<file path="src/rtl/fetch_ctrl.sv">
// Fetch/sequencing controller: drives PC load/increment, latches instructions from ROM,
// resolves jumps, branches and CALL/RET, and hands other opcodes to the execution unit.
module fetch_ctrl #(
    parameter int STACK_DEPTH = 4
) (
    input  logic        clk,
    input  logic        reset,
    input  logic [7:0]  PC,
    input  logic [15:0] instr,
    input  logic        ZERO,
    input  logic        EXEC_DONE,
    output logic [7:0]  addr,
    output logic        LOAD_PC,
    output logic        INCR_PC,
    output logic [15:0] IR,
    output logic        EXEC_START,
    output logic        HALTED,
    output logic        FAULT
);

    localparam int CW = $clog2(STACK_DEPTH + 1);
    localparam int PW = $clog2(STACK_DEPTH);

    localparam logic [2:0] S_FETCH  = 3'd0;
    localparam logic [2:0] S_LOAD   = 3'd1;
    localparam logic [2:0] S_DECODE = 3'd2;
    localparam logic [2:0] S_EXEC   = 3'd3;
    localparam logic [2:0] S_STOP   = 3'd4;

    logic [2:0]    state;
    logic [2:0]    state_next;
    logic [CW-1:0] count;
    logic          exec_busy;
    logic          push;
    logic          pop;
    logic          fault_set;
    logic          stack_full;
    logic          stack_empty;
    logic [PW-1:0] wr_idx;
    logic [PW-1:0] rd_idx;
    logic [7:0]    stack [STACK_DEPTH];

    assign stack_full  = (count == CW'(STACK_DEPTH));
    assign stack_empty = (count == '0);
    assign wr_idx      = PW'(count);
    assign rd_idx      = PW'(count - CW'(1));

    always_comb begin
        state_next = state;
        addr       = '0;
        LOAD_PC    = 1'b0;
        INCR_PC    = 1'b0;
        EXEC_START = 1'b0;
        HALTED     = 1'b0;
        push       = 1'b0;
        pop        = 1'b0;
        fault_set  = 1'b0;
        case (state)
            S_FETCH: state_next = S_LOAD;
            S_LOAD:  state_next = S_DECODE;
            S_DECODE: begin
                state_next = S_FETCH;
                case (IR[15:12])
                    4'h0: INCR_PC = 1'b1;
                    4'h1: begin
                        addr    = IR[7:0];
                        LOAD_PC = 1'b1;
                    end
                    4'h2: begin
                        if (ZERO) begin
                            addr    = IR[7:0];
                            LOAD_PC = 1'b1;
                        end else begin
                            INCR_PC = 1'b1;
                        end
                    end
                    4'h3: begin
                        if (!ZERO) begin
                            addr    = IR[7:0];
                            LOAD_PC = 1'b1;
                        end else begin
                            INCR_PC = 1'b1;
                        end
                    end
                    4'h4: begin
                        if (stack_full) begin
                            fault_set  = 1'b1;
                            state_next = S_STOP;
                        end else begin
                            push    = 1'b1;
                            addr    = IR[7:0];
                            LOAD_PC = 1'b1;
                        end
                    end
                    4'h5: begin
                        if (stack_empty) begin
                            fault_set  = 1'b1;
                            state_next = S_STOP;
                        end else begin
                            pop     = 1'b1;
                            addr    = stack[rd_idx];
                            LOAD_PC = 1'b1;
                        end
                    end
                    4'hF:    state_next = S_STOP;
                    default: state_next = S_EXEC;
                endcase
            end
            S_EXEC: begin
                // exec_busy is clear only in the first EXEC cycle
                EXEC_START = !exec_busy;
                if (EXEC_DONE) begin
                    INCR_PC    = 1'b1;
                    state_next = S_FETCH;
                end
            end
            S_STOP:  HALTED = 1'b1;
            default: state_next = S_FETCH;
        endcase
    end

    always_ff @(posedge clk or posedge reset) begin
        if (reset) begin
            state     <= S_FETCH;
            IR        <= '0;
            count     <= '0;
            FAULT     <= 1'b0;
            exec_busy <= 1'b0;
        end else begin
            state     <= state_next;
            exec_busy <= (state == S_EXEC);
            if (state == S_LOAD) begin
                IR <= instr;
            end
            if (push) begin
                count <= count + CW'(1);
            end else if (pop) begin
                count <= count - CW'(1);
            end
            if (fault_set) begin
                FAULT <= 1'b1;
            end
        end
    end

    // Return addresses survive reset; only the count is cleared.
    always_ff @(posedge clk) begin
        if (push) begin
            stack[wr_idx] <= PC + 8'd1;
        end
    end

endmodule

</file>
<file path="config.mk">
export PLATFORM = sky130hd
export DESIGN_NAME = fetch_ctrl
export DESIGN_NICKNAME = d
export VERILOG_FILES = /design/src/rtl/fetch_ctrl.sv
export SDC_FILE = /design/constraint.sdc
export NUM_CORES = 1
export LEC_CHECK = 0
export ABC_CLOCK_PERIOD_IN_PS = 3850
export CORE_ASPECT_RATIO = 0.6
export CORE_UTILIZATION = 35
export CTS_BUF_LIST = sky130_fd_sc_hd__clkbuf_8
export DETAILED_ROUTE_END_ITERATION = 8
export SLEW_MARGIN = 0
export SYNTH_ARGS = -nofsm -noshare
export SYNTH_HDL_FRONTEND = slang
export SYNTH_SLANG_ARGS = --single-unit
</file>
<file path="constraint.sdc">
create_clock -name clk -period 3.85 [get_ports clk]
set_clock_uncertainty 0.1 [all_clocks]
set_input_delay 0.385 -clock clk [delete_from_list [all_inputs] [get_ports clk]]
set_output_delay 0.385 -clock clk [all_outputs]
set_load 0.02 [all_outputs]
</file>
==> results.yml, run 1 <==
floorplanning:
  design.core.area_um2: 6880
  initial_core_util_pct: 37.2
  std_cell_rows: 23
  die_area_um2: 7670
  pin_count: 57
  dieWidth_um: 112
  dieHeight_um: 68.2
cells_and_area:
  multi_input_area_um2: 963
  fillerInstances: 628
  layout-drive-gt1-share_pct: 18.0
  seq_area_um2: 1560
  antenna_cells: 0
  final_nets: 266
  synthToLayoutAreaGrowth_pct: 30.2
routing:
  dr.pass1.iters: 4
  ant_nets: 0
  drt-total-wl_mm: 5.54
  drt_iter0_drc: 106
  wl_per_cell_um: 17.3
  vias_per_cell: 5.15
  drc: 0
  via_count: 1649
min_path:
  hold_start: "FAULT"
  min_path_type: "reg -> reg"
  min_path_cells: 1
  holdPathEnd: "FAULT"
clock_network:
  cts.repair.resized: 0
  post_cts_buffers: 0
  cts_tree: "yes"
  htreeDepth: 2
  cts.path.max_buffers: 2
  root_buffer: "clkbuf_8"
  insertion_delay_ns: 0.31
  clk_pin_slew_ns: 0.11
  cts.sinks: 56
  cts_hold_buf: 0
  numCtsBuffers: 5
pwr:
  switchingPower_mw: 0.836
  power_density_nw_per_um2: 697
  intPower_mw: 1.49
  seqPwrFrac_pct: 39.9
  p_leak_nw: 1.23
  combPwrFrac_pct: 43.9
  irDropWorstVdd_mv: 0.218
  clkPwrFrac_pct: 16.2
  finalPower_mw: 2.32
  p_sw_share_pct: 36.0
worst_setup_path:
  cpPeakStageDelay_ns: 0.61
  r2r_setup_slack_ns: 1.59
  r2r-end: "stack[3][6]"
  path_buf_inv: 1
  cp_top_family: "simple AND/OR/NAND/NOR gates"
  cpMaxStageDelayCell: "clkdlybuf4s50_1"
  critical_path_arrival_ns: 2.70
  timing.rr.start: "count[1]"
  cp-start-kind: "flip-flop"
  critical_path_class: "reg -> out"
  ff2ff_path_depth: 5
  path_cells: "or3b_4 -> or3_4 -> a21oi_4 -> a22o_1 -> clkdlybuf4s50_1"
  cp-end-kind: "primary output"
  worstPathMaxFanout: 8
  required_ns: 3.37
global_routing:
  grt-ovfl-total: 0
  grt_pass1_wl_mm: 8.87
  antenna_found_initial: 0
  grt_pass1_vias: 1587
  grt_usage_pct: 15.8
  grt_max_degree: 25
job:
  max_cap_viol_count: 0
timing:
  worst_pin_slew_ns: 0.961
  fmax_ghz: 0.314
  slew_viol_final: 0
  finalHoldViolCount: 0
  min_period_ns: 3.19
  fin_setup_tns_ns: 0
  max_slew_margin_pct: 35.9
  rsz0062_at_grt: "no"
  setup_viol_count_final: 0
  fin_crit_sh_pct: 82.8
synth:
  yosysUniqueCellTypes: 38
  synth.area.top_cells: "edfxtp_1 38%, dfrtp_1 23%, mux2_2 7.0%"
  yosys_warnings: 0
  synth_top_cell_area_share_pct: 37.5
  synth_top_area_cell: "edfxtp_1"
  synth_area_per_cell_um2: 14.9
  synth-seq-cells: 56
  syn-cell-area_um2: 2560
  ys_seq_area_share_pct: 61.0
  syn_nets: 206
  synth_cells: 172
place:
  gp_congestion: 0.829
  detailed_place_hpwl_mm: 4.15
  port_buffers: 56
outcome:
  outcome: "finished, final reports clean"
==> stage by stage <==
stage | std cells | hold WS, ns | instance area, um^2 | utilization [%] | setup slack (ns)
finish | 320 | 0.403 | 3330 | 48.4 | 0.663
global route | 320 | 0.426 | 3330 | 48.4 | 0.556
CTS | 320 | 0.405 | 3330 | 48.4 | 0.644
detailed placement | 312 | 0.375 | 3220 | 46.9 | 1.01
global placement | 312 | 0.366 | 3220 | 46.9 | 1.06
floorplan | 172 | 0.300 | 2560 | - | 1.11
==> Yosys cell counts <==
| library cell | n |
|---|---|
| edfxtp_1 | 32 |
| dfrtp_1 | 24 |
| mux2_2 | 16 |
| a22o_1 | 9 |
| mux4_2 | 8 |
| nand2_1 | 8 |
| nand3_1 | 8 |
| a21oi_1 | 6 |
| ha_1 | 6 |
| nor2_1 | 6 |
| and2_1 | 5 |
| xor2_1 | 5 |
| clkbuf_1 | 4 |
| inv_1 | 4 |
| xnor2_1 | 4 |
| nand4_1 | 3 |
| nor3_1 | 2 |
| nor3b_2 | 2 |
| a21boi_0 | 1 |
| a21o_1 | 1 |
| a21oi_4 | 1 |
| a31o_2 | 1 |
| a31oi_1 | 1 |
| a41o_1 | 1 |
| and3_1 | 1 |
| and3b_1 | 1 |
| and3b_2 | 1 |
| buf_2 | 1 |
| nand2b_1 | 1 |
| nor2_4 | 1 |
| nor2b_1 | 1 |
| nor3b_1 | 1 |
| o21ai_0 | 1 |
| o21ai_2 | 1 |
| o31ai_1 | 1 |
| or3_1 | 1 |
| or3_4 | 1 |
| or3b_4 | 1 |
==> logic make-up after synthesis <==
kind of cell	after synthesis	share of synthesized area, %
adders and majority gates	6	2.93
DFF	56	61.0
xor gates and xnor gates	9	3.08
buffers and inverters	9	1.37
muxes	24	14.1
AOI/OAI and AO/OA	24	7.28
and+or+nand+nor	44	10.3
==> routing by layer <==
layer  up-vias  wire, um  GRT usage [%]
met2        66      2200           22.3
met4         0        34           3.50
met3         4       459           4.43
li1        770         -              -
met1       809      2850           23.9
met5         -         0              0
==> flip-flops by register name (all words and copies together) (netlist names) <==
| signal | cells |
|---|---|
| stack | 32 |
| count | 3 |
| state | 3 |
| IR | 16 |
| exec_busy | 1 |
| FAULT | 1 |
==> cell usage in the layout, fill, tap and decap left out, drive strengths merged, types with 6 or more instances in the layout <==
cell / n
edfxtp: 32
nand2: 8
a22o: 9
nor2: 7
mux4: 8
a21oi: 7
mux2: 16
clkdlybuf4s50: 56
nand3: 8
ha: 6
dfrtp: 24
==> how the worst max path moves through the flow <==
stage | to | startpoint | cells after the start | slack, ns
floorplan | addr[0] | count[0] | 6 | 1.11
global placement | addr[5] | state[0] | 5 | 1.06
detailed placement | addr[7] | state[0] | 5 | 1.01
CTS | addr[7] | state[0] | 5 | 0.64
global route | addr[0] | state[0] | 5 | 0.56
finish | addr[7] | state[0] | 5 | 0.66
==> final cells by class <==
cell class | count | area share [%]
sequential | 56 | 46.9
multi-input combinational | 107 | 28.9
timing repair buffer | 58 | 17.3
tap | 87 | 3.27
clock buffer | 5 | 2.07
clock inverter | 3 | 1.16
inverter | 4 | 0.451
==> power by group through the flow <==
stage	Clock, mW	Sequential (mW)	Combinational, mW
after detailed placement	0	0.939	1.03
after floorplan	0	0.987	0.563
after CTS	0.384	0.927	1.03
after global routing	0.410	0.953	1.10
after global placement	0	0.935	1.02
final	0.377	0.927	1.02
Note: power is estimated with default switching activity, not from simulation.
==> run 2: changes to the inputs <==
--- a/config.mk
+++ b/config.mk
@@ -5,7 +5,7 @@
 export SDC_FILE = /design/constraint.sdc
 export NUM_CORES = 1
 export LEC_CHECK = 0
-export ABC_CLOCK_PERIOD_IN_PS = 3850
+export ABC_CLOCK_PERIOD_IN_PS = 2550
 export CORE_ASPECT_RATIO = 0.6
 export CORE_UTILIZATION = 35
 export CTS_BUF_LIST = sky130_fd_sc_hd__clkbuf_8
==> constraint.sdc (replaced) <==
create_clock -name clk -period 2.55 [get_ports clk]
set_clock_uncertainty 0.1 [all_clocks]
set_input_delay 0.255 -clock clk [delete_from_list [all_inputs] [get_ports clk]]
set_output_delay 0.255 -clock clk [all_outputs]
set_load 0.02 [all_outputs]
==> results.yml, run 2 (synthesized netlist as in run 1, its figures left out) <==
pwr:
  clkPwrFrac_pct: 13.1
  irDropWorstVdd_mv: 0.294
  combPwrFrac_pct: 50.2
  switchingPower_mw: 1.32
  intPower_mw: 2.36
  power_density_nw_per_um2: 1040
  p_sw_share_pct: 35.9
  p_leak_nw: 1.40
  seqPwrFrac_pct: 36.7
cells_and_area:
  finalNonFillerCells: 349
  final_nets: 295
  synthToLayoutAreaGrowth_pct: 37.5
  fin_area_um2: 3520
  top_regs: "stack: 32 flops, IR: 16 flops"
  utilization_pct: 51.2
  layout_common_cells: "46 x clkdlybuf4s50_1, 32 x edfxtp_1, 28 x buf_4, 24 x dfrtp_1, 16 x mux2_2"
  regMostFlops: "stack"
  largest_reg_flops: 32
  mostFrequentLayoutCell: "clkdlybuf4s50_1"
  antenna_cells: 0
  layout-drive-gt1-share_pct: 30.9
clock_network:
  numCtsBuffers: 5
  root_buffer: "clkbuf_8"
  cts_hold_buf: 0
  cts.path.max_buffers: 2
  htreeDepth: 2
  cts.sinks: 56
  clk_pin_slew_ns: 0.10
  cts_tree: "yes"
  insertion_delay_ns: 0.30
global_routing:
  grt-ovfl-total: 0
  grt_pass1_wl_mm: 9.10
  grt_pass1_vias: 1668
  antenna_found_initial: 0
  grt_max_degree: 25
  grt_usage_pct: 16.2
timing:
  setup_viol_count_final: 0
  max_slew_margin_pct: 70.3
  fmax_ghz: 0.394
  finalHoldViolCount: 0
  slew_viol_final: 0
  worst_pin_slew_ns: 0.442
  fin_crit_sh_pct: 99.6
  rsz0062_at_grt: "yes"
  min_period_ns: 2.54
  fin_ws_ns: 0.0112
place:
  place_area_um2: 3400
  gp_congestion: 0.888
  port_buffers: 56
  dp_slack_ns: -0.0319
  detailed_place_hpwl_mm: 4.27
  dp_cells: 335
routing:
  dr.pass1.iters: 4
  drc: 0
  wl_per_cell_um: 16.1
  ant_nets: 0
  vias_per_cell: 4.88
  drt-total-wl_mm: 5.61
  drt_iter0_drc: 75
  via_count: 1703
job:
  max_cap_viol_count: 0
worst_setup_path:
  critical_path_arrival_ns: 2.18
  required_ns: 2.19
  worstPathMaxFanout: 3
  cp-end-kind: "primary output"
  ff2ff_path_depth: 5
  cp-start-kind: "flip-flop"
  critical_path_class: "reg -> out"
floorplanning:
  dieWidth_um: 112
  initial_core_util_pct: 37.2
  dieHeight_um: 68.2
  std_cell_rows: 23
  design.core.area_um2: 6880
  die_area_um2: 7670
  pin_count: 57
outcome:
  outcome: "finished, final reports clean"
min_path:
  min_path_type: "in -> async"
==> run 2: layout make-up <==
cell class                      instances  area, um^2
Fill cell                             624        3360
Sequential cell                        56        1560
Multi-Input combinational cell        107         963
Timing Repair Buffer                   87         781
Tap cell                               87         109
Clock buffer                            5        68.8
Clock inverter                          3        21.3
Inverter                                4        15.0
==> run 2: critical path: stages, from the launching register on <==
cell and delay (ns):
dfrtp_1 0.39, or3b_4 0.40, or3_4 0.41, a21oi_4 0.18, buf_6 0.14, buf_6 0.09
a22o_1 0.15, buf_6 0.12
==> run 2: timing repair <==
action	in CTS	in global routing
setup buffers	5	1
endpoints found under the setup margin	9	6
gates resized for setup	34	12
pin swaps	1	0
==> run 2: layer usage <==
layer  vias up  wire [um]  global-route usage (%)
li1        836          -                       -
met1       798       3020                    24.1
met2        65       2210                    23.7
met3         4        347                    4.43
met4         0         37                    2.83
met5         -          0                       0
==> run 2: worst paths after layout <==
check,start,endpoint,slack [ns]
min in group clk,FAULT,FAULT,0.40
min,reset,IR[1],0.19
min reg2reg,FAULT,FAULT,0.40
max reg2reg,IR[13],stack[0][7],0.36
max,state[0],addr[0],0.01
max in group asynchronous,reset,count[0],1.91
==> run 2: per-stage QoR <==
stage                     total power [mW]  hold WS, ns   TNS, ns
after global placement                3.20        0.378         0
after detailed placement              3.20        0.388    -0.134
after global routing                  3.92        0.221    -0.124
after floorplan                       2.34        0.170         0
after CTS                             3.69        0.211  -0.00401
final                                 3.68        0.195         0
==> run 2: power by group through the flow <==
stage / Clock, mW / Combinational (mW) / Sequential [mW]
2_1_floorplan: 0 / 0.852 / 1.49
3_3_place_gp: 0 / 1.84 / 1.36
3_5_place_dp: 0 / 1.84 / 1.37
4_1_cts: 0.494 / 1.84 / 1.35
5_1_grt: 0.538 / 2.00 / 1.38
6_report: 0.481 / 1.84 / 1.35
==> run 3: changes to the inputs <==
--- a/config.mk
+++ b/config.mk
@@ -7,6 +7,7 @@
 export LEC_CHECK = 0
 export ABC_CLOCK_PERIOD_IN_PS = 2550
 export CORE_ASPECT_RATIO = 0.6
+export CORE_MARGIN = 2
 export CORE_UTILIZATION = 35
 export CTS_BUF_LIST = sky130_fd_sc_hd__clkbuf_8
 export DETAILED_ROUTE_END_ITERATION = 8
==> results.yml, run 3 (synthesized netlist as in run 1, its figures left out) <==
place:
  detailed_place_hpwl_mm: 4.31
  dp_slack_ns: -0.0547
  gp_congestion: 0.760
  dp_cells: 334
  port_buffers: 56
cells_and_area:
  multi_input_area_um2: 963
  antenna_cells: 0
  regMostFlops: "stack"
  finalNonFillerCells: 344
  top_regs: "stack: 32 flops, IR: 16 flops"
  final_nets: 286
  utilization_pct: 48.3
  synthToLayoutAreaGrowth_pct: 35.4
  layout-drive-gt1-share_pct: 28.1
  fillerInstances: 656
  largest_reg_flops: 32
  layout_common_cells: "46 x clkdlybuf4s50_1, 32 x edfxtp_1, 24 x dfrtp_1, 22 x buf_4, 16 x mux2_2"
  mostFrequentLayoutCell: "clkdlybuf4s50_1"
  seq_area_um2: 1560
pwr:
  power_density_nw_per_um2: 1050
  irDropWorstVdd_mv: 0.279
  p_leak_nw: 1.35
routing:
  ant_nets: 0
  drc: 0
  drt-total-wl_mm: 5.64
  wl_per_cell_um: 16.4
  vias_per_cell: 4.93
  drt_iter0_drc: 83
  dr.pass1.iters: 4
  via_count: 1697
clock_network:
  root_buffer: "clkbuf_8"
  insertion_delay_ns: 0.31
  cts.path.max_buffers: 2
  numCtsBuffers: 5
  htreeDepth: 2
  cts.sinks: 56
  cts_tree: "yes"
  clk_pin_slew_ns: 0.11
global_routing:
  antenna_found_initial: 0
  grt_max_degree: 25
  grt_usage_pct: 14.7
  grt-ovfl-total: 0
  grt_pass1_vias: 1698
  grt_pass1_wl_mm: 8.89
floorplanning:
  dieWidth_um: 114
  initial_core_util_pct: 35.7
  pin_count: 57
  std_cell_rows: 24
  design.core.area_um2: 7180
  die_area_um2: 8040
  dieHeight_um: 70.2
worst_setup_path:
  worstPathMaxFanout: 4
  cp-end-kind: "primary output"
  required_ns: 2.19
  critical_path_class: "reg -> out"
  cp-start-kind: "flip-flop"
  critical_path_arrival_ns: 2.12
timing:
  max_slew_margin_pct: 70.6
  fin_crit_sh_pct: 97.0
  fin_ws_ns: 0.0776
  setup_viol_count_final: 0
  finalHoldViolCount: 0
  rsz0062_at_grt: "no"
  fmax_ghz: 0.404
  min_period_ns: 2.47
  worst_pin_slew_ns: 0.441
  slew_viol_final: 0
min_path:
  min_path_type: "in -> async"
job:
  max_cap_viol_count: 0
outcome:
  outcome: "finished, final reports clean"
==> run 3: power by group <==
| group | total, mW | switching (mW) | internal (mW) |
|---|---|---|---|
| logic | 1.79 | 0.851 | 0.944 |
| clock network | 0.510 | 0.308 | 0.202 |
| registers | 1.32 | 0.159 | 1.16 |
==> run 3: final cells by class <==
cell class                 count  share of cell area, %
sequential                    56                   45.0
multi-input combinational    107                   27.8
timing repair buffer          78                   20.7
tap                           91                   3.28
clock buffer                   5                   1.98
clock inverter                 3                  0.794
inverter                       4                  0.433
==> run 3: through the flow <==
stage / hold WS [ns] / power, mW / instance area (um^2) / setup TNS, ns
after global placement: 0.363 / 3.13 / 3360 / -0.216
after detailed placement: 0.363 / 3.14 / 3360 / -0.306
after global routing: 0.213 / 3.87 / 3470 / 0
final: 0.186 / 3.62 / 3470 / 0
after floorplan: 0.170 / 2.34 / 2560 / 0
after CTS: 0.186 / 3.65 / 3460 / 0
==> run 3: final timing paths <==
kind	from	end	slack, ns	cells after the start
hold / removal	reset	count[2]	0.19	3
max in group asynchronous	reset	state[2]	1.93	3
min in group clk	FAULT	FAULT	0.38	1
hold reg to reg	FAULT	FAULT	0.38	1
setup / recovery	state[0]	addr[7]	0.08	6
setup reg to reg	count[1]	stack[3][0]	0.39	6
==> run 3: critical path, cell delays in order, from the launching register on <==
cell and delay [ns]:
dfrtp_1 0.39, or3b_4 0.40, or3_4 0.41, a21oi_4 0.18
buf_6 0.14, a22o_1 0.16, buf_6 0.12
==> run 3: what timing repair did <==
action / in CTS / in global routing
endpoints found under the setup margin: 10 / 8
gates resized for setup: 33 / 8
pin swaps: 0 / 3
setup buffers: 1 / 1
hold buffers: 0 / 0
==> run 3: metal layers <==
metal	wire length [um]	vias to the layer above	share of wire, %	track usage, %
met5	0	-	0	0
li1	-	817	-	-
met2	2150	55	38	19.9
met4	44	0	0.78	3.66
met1	3060	820	54	23.0
met3	386	5	6.8	3.91
